===== src/rtl/div_unit.sv =====
// Iterative signed 32-bit divider: one restoring step per clock, sign fix-up on the final cycle.
// Optional divide-by-zero detection is enabled by defining DIV_ZERO_DETECT_EN.
module div_unit (
  input  logic        clk,
  input  logic        reset,
  input  logic [31:0] a,
  input  logic [31:0] b,
  input  logic        CtrlDiv,
  output logic        DivStop,
  output logic [31:0] DivHI_out,
  output logic [31:0] DivLO_out,
  output logic        DivZero
);

  localparam int unsigned W  = 32;
  localparam int unsigned CW = 6;

  localparam logic [1:0] IDLE = 2'b00;
  localparam logic [1:0] RUN  = 2'b01;
  localparam logic [1:0] FIX  = 2'b10;

  logic [1:0]    state, state_d;
  logic [CW-1:0] count, count_d;
  logic [W-1:0]  rem, rem_d;
  logic [W-1:0]  quo, quo_d;
  logic [W-1:0]  dvs, dvs_d;
  logic          sign_r, sign_r_d;
  logic          sign_q, sign_q_d;
  logic          stop_d, zero_d;
  logic [W-1:0]  hi_d, lo_d;

  logic [W-1:0]  abs_a_c, abs_b_c;
  logic [W:0]    rem_sh_c, diff_c;
  logic          start_c, zero_hit_c;

  // Magnitudes wrap in 32 bits, so the most negative value maps onto itself.
  assign abs_a_c = a[W-1] ? (~a + W'(1)) : a;
  assign abs_b_c = b[W-1] ? (~b + W'(1)) : b;

  assign rem_sh_c = {rem, quo[W-1]};
  assign diff_c   = rem_sh_c - {1'b0, dvs};

`ifdef DIV_ZERO_DETECT_EN
  assign start_c    = CtrlDiv && (b != '0);
  assign zero_hit_c = CtrlDiv && (b == '0);
`else
  assign start_c    = CtrlDiv;
  assign zero_hit_c = 1'b0;
`endif

  // Next-state and next-output logic.
  always_comb begin
    state_d  = state;
    count_d  = count;
    rem_d    = rem;
    quo_d    = quo;
    dvs_d    = dvs;
    sign_r_d = sign_r;
    sign_q_d = sign_q;
    stop_d   = 1'b0;
    zero_d   = DivZero;
    hi_d     = DivHI_out;
    lo_d     = DivLO_out;

    case (state)
      IDLE: begin
        if (start_c) begin
          rem_d    = '0;
          quo_d    = abs_a_c;
          dvs_d    = abs_b_c;
          sign_r_d = a[W-1];
          sign_q_d = a[W-1] ^ b[W-1];
          zero_d   = 1'b0;
          count_d  = CW'(W);
          state_d  = RUN;
        end else if (zero_hit_c) begin
          zero_d = 1'b1;
          stop_d = 1'b1;
        end
      end
      RUN: begin
        // A borrow out of the trial subtraction means restore.
        if (diff_c[W]) begin
          rem_d = rem_sh_c[W-1:0];
          quo_d = {quo[W-2:0], 1'b0};
        end else begin
          rem_d = diff_c[W-1:0];
          quo_d = {quo[W-2:0], 1'b1};
        end
        count_d = count - CW'(1);
        if (count == CW'(1)) begin
          state_d = FIX;
        end
      end
      FIX: begin
        lo_d    = sign_q ? (~quo + W'(1)) : quo;
        hi_d    = sign_r ? (~rem + W'(1)) : rem;
        stop_d  = 1'b1;
        state_d = IDLE;
      end
      default: begin
        state_d = IDLE;
      end
    endcase
  end

  // State and output registers with synchronous active-low reset.
  always_ff @(posedge clk) begin
    if (!reset) begin
      state     <= IDLE;
      count     <= '0;
      rem       <= '0;
      quo       <= '0;
      dvs       <= '0;
      sign_r    <= 1'b0;
      sign_q    <= 1'b0;
      DivStop   <= 1'b0;
      DivZero   <= 1'b0;
      DivHI_out <= '0;
      DivLO_out <= '0;
    end else begin
      state     <= state_d;
      count     <= count_d;
      rem       <= rem_d;
      quo       <= quo_d;
      dvs       <= dvs_d;
      sign_r    <= sign_r_d;
      sign_q    <= sign_q_d;
      DivStop   <= stop_d;
      DivZero   <= zero_d;
      DivHI_out <= hi_d;
      DivLO_out <= lo_d;
    end
  end

endmodule


===== config.mk =====
export PLATFORM = sky130hd
export DESIGN_NAME = div_unit
export DESIGN_NICKNAME = d
export VERILOG_FILES = /design/src/rtl/div_unit.sv
export SDC_FILE = /design/constraint.sdc
export NUM_CORES = 1
export LEC_CHECK = 0
export ABC_AREA = 1
export BUFFER_PORTS_ARGS = -buffer_cell sky130_fd_sc_hd__buf_2
export CAP_MARGIN = 10
export CORE_MARGIN = 3
export CORE_UTILIZATION = 45
export CTS_BUF_LIST = sky130_fd_sc_hd__clkbuf_4 sky130_fd_sc_hd__clkbuf_8
export DETAILED_ROUTE_END_ITERATION = 16
export PLACE_DENSITY_LB_ADDON = 0.25
export RECOVER_POWER = 25
export SLEW_MARGIN = 40
export SYNTH_ARGS = -nofsm -noshare
export SYNTH_HDL_FRONTEND = slang
export SYNTH_SLANG_ARGS = --single-unit

===== constraint.sdc =====
create_clock -name clk -period 2.5 [get_ports clk]
set_clock_uncertainty 0.15 [all_clocks]
set_input_delay 0.125 -clock clk [delete_from_list [all_inputs] [get_ports clk]]
set_output_delay 0.125 -clock clk [all_outputs]
set_load 0.03 [all_outputs]

==> run metrics <==
met3 routed WL a little under 3 mm; crit path cell chain inv_2 > ha_4 > fa_2 > inv_2 > nand2_2 > nand2_2 > nand3_1 > nand2_2 > nand2_2 > nand2_4 > nand2_4 > nand3_4 > buf_8 > buf_6 > nand3_2 > nand3_2 > a21oi_2; status complete, no violations; Port Buffers 131; remaining global-route overflow 0; MaxCap Viol Count 0; Routed WL ~42 mm; period utilization a little over nine tenths; Sw Share approximately 50%; Die Wd between 150 and 200 µm; CORE AREA roughly 27000 µm²; sequential share of power a little over a fifth; Yosys reg bits approximately 170; # diodes 0; switching pwr between 0.007 and 0.008 W; Crit Path Max Fanout 6; CP Launch Type register; Detailed Place HPWL 30.77 mm; Clk network pwr share a little over an eighth; gr usage total between 20% and 30%; row cnt 60; via count between 10000 and 15000; post-synth top area share around 28%; initial core utilization 45.90%; WL per Instance between 15 and 20 µm; top-level I/O count between 100 and 150; RSZ-0062 raised after global routing yes; slowest cell delay on critical path about 0.4 ns; Final Critical Period roughly 2.5 ns; final-layout fill cell count between 2000 and 3000; cell taking the most area after synthesis dfxtp_1; synth-to-layout area growth 25.01%; dpl cells between 2000 and 2500; worst-margin pin slew about 0.62 ns; Clk pin slew, worst setup/hold paths roughly 0.11 ns; max-slew violation count 0; Root Buffer clkbuf_8; share of layout cells above drive strength 1 15.76%; leak pwr 7.500 nW; HP Class input pin to register; TritonCTS buffer count 17; met1 WL 19.51 mm; Met2 Wirelength 18.59 mm; critical path's most frequent cell nand2_2; DR pass1 iterations 7; die area 29520 µm²; syn avg cell area 6.103 µm²; Multi-input gate area roughly 8000 µm²; Max Freq 407.0 MHz; Final Hold Violating Endpoints 0; Arrival @ worst endpoint 2.66 ns; antenna viol nets, final 0; routability cong. roughly 1; level count of the clock H-tree 4; Comb power frac roughly two thirds; Layout Nets roughly 2400; sequential cell area 3443 µm²; WS Path Type register to register; synthesized net count ~2100; Finished Layout Cells 2600; Required @ worst endpoint ~2.7 ns; sequential cell area fraction in the yosys report approximately 28%; die height around 170 µm; Ys Warns 0; Unique masters post-synth 48; pin count of the biggest net entering global routing ~110; Setup TNS 0 ns; clk_lat worst skew 0.49 ns; count of final setup violators 0; Initial DRC Count between 1000 and 1500; crit path capture type register; synthesized cell area 12370 µm²; clock tree from TritonCTS yes; maximum vdd drop ~0.64 mV; PwrDens 1003 nW/µm²; Max-slew headroom 58.62%; # clock sinks 171; main area contributors after synthesis dfxtp_1 (28%), nand2_1 (16%), inv_1 (9.3%); highest metal used met4; critical path's slowest cell fa_2; Cells after Synth ~2000; post-layout util between 50% and 60%; Pwr Total approximately 0.016 W; initial antenna violation count 0; vias in the first global route about 12000; Via density 5.329; Post-route DRC 0; buffer depth of the longest clock path 2; Int Power 0.007622 W; first-pass GRT wire length 63.39 mm
[critical path, delay by kind of cell, from the launching register on]
family	cells	cell delay, ns
AO/OA/AOI/OAI	1	0.05
flip-flops	1	0.34
AND/OR/NAND/NOR	10	0.79
buffers and inverters	4	0.42
adder cells (fa/ha/maj)	2	0.56
[power by group through the flow]
stage / Clock (W) / Combinational (W) / Sequential (W)
finish: 0.00209 / 0.0101 / 0.00334
global route: 0.00221 / 0.0111 / 0.00336
CTS: 0.00210 / 0.00864 / 0.00327
detailed placement: 0 / 0.00850 / 0.00333
global placement: 0 / 0.00840 / 0.00333
floorplan: 0 / 0.00605 / 0.00328
[placed cells by master, fill, tap and decap left out, types with 5 or more instances in the layout]
cell type      count
or2_2              5
nand2_1          513
dfxtp_2           16
a22oi_1           12
o221ai_1           7
clkbuf_1          55
o21ai_1            5
and2_1             6
dfxtp_1          155
nor2_2             7
buf_4             59
a31oi_1           24
a21oi_2           16
dlygate4sd3_1     70
nand3_1          129
nand4_1           13
buf_12             6
buf_2             76
nor4_1             8
xnor2_1           23
o21bai_1           5
ha_1              14
nor3_1            22
xor2_1            45
inv_1            292
nor2_1           184
clkbuf_8          18
o21ai_0          125
inv_2             23
ha_4              21
o31ai_1            6
nand3_2           26
o211ai_1          19
nand2_2           31
a21oi_1          151
nand3b_1           8
[final timing paths]
check,startpoint,to,slack [ns],cells after the start
setup / recovery,quo[31]$_SDFFE_PN0P_,rem[15]$_SDFFE_PN0P_,0.04,17
hold / removal,CtrlDiv,count[2]$_SDFFE_PN0P_,0.04,4
setup reg to reg,quo[31]$_SDFFE_PN0P_,rem[15]$_SDFFE_PN0P_,0.04,17
hold reg to reg,count[5]$_SDFFE_PN0P_,count[5]$_SDFFE_PN0P_,0.34,1
[area by class of cell]
cell class	count	area share, %
Timing Repair Buffer	273	12.88
Tap cell	341	2.759
Inverter	319	7.775
Clock buffer	18	1.602
Multi-Input combinational cell	1464	51.60
Clock inverter	14	1.117
Sequential cell	171	22.27
[registers in the layout, summed over array words and instances (netlist names)]
name / count
DivHI_out: 32
DivLO_out: 32
dvs: 32
quo: 32
rem: 32
count: 6
state: 2
DivStop: 1
sign_q: 1
sign_r: 1
[Yosys cell counts, drive strengths merged]
cell and instances:
nand2 549, inv 316, nor2 195, dfxtp 171
a21oi 169, nand3 158, o21ai 133, clkbuf 58
xor2 45, ha 38, nor3 26, a31oi 24
xnor2 24, o211ai 19, buf 18, nand4 13
a22oi 12, nand3b 8, nor4 8, o221ai 7
and2 6, o31ai 6, or2 6, o21bai 5
clkinv 3, o22ai 3, a211oi 2, a21o 2
conb 1, fa 1, o32ai 1
[per-layer routing]
| layer | vias to the layer above | track usage, % |
|---|---|---|
| met4 | 0 | 6.040 |
| met2 | 534 | 42.93 |
| li1 | 6931 | - |
| met1 | 6335 | 39.07 |
| met5 | - | 0 |
| met3 | 55 | 3.310 |
[metrics by stage]
stage               worst slack (ns)  area (µm²)  hold slack, ns
finish                       0.04323       15460         0.03956
global route                -0.07815       15460         0.05427
CTS                          0.01063       14740         0.09627
detailed placement          -0.03654       13610          0.2850
global placement             0.01938       13610          0.2627
floorplan                     0.1420       12370          0.1288
[timing repair]
item | 4_1_cts | 5_1_grt
endpoints found under the hold margin | 72 | 0
cloned | 0 | 8
setup endpoints to repair | 27 | 42
pin swaps | 0 | 22
gates resized for setup | 1 | 120
hold buffers | 70 | 0
setup buffers | 0 | 12
[cell families after synthesis]
kind of cell,share of synthesized area [%]
and+or+nand+nor,33.60
buffers and inverters,12.32
AOI/OAI and AO/OA,17.49
DFF,27.67
xor gates and xnor gates,4.885
adders and majority gates,4.005
other,0.03031
No activity file was read; power rests on OpenSTA's default activity.
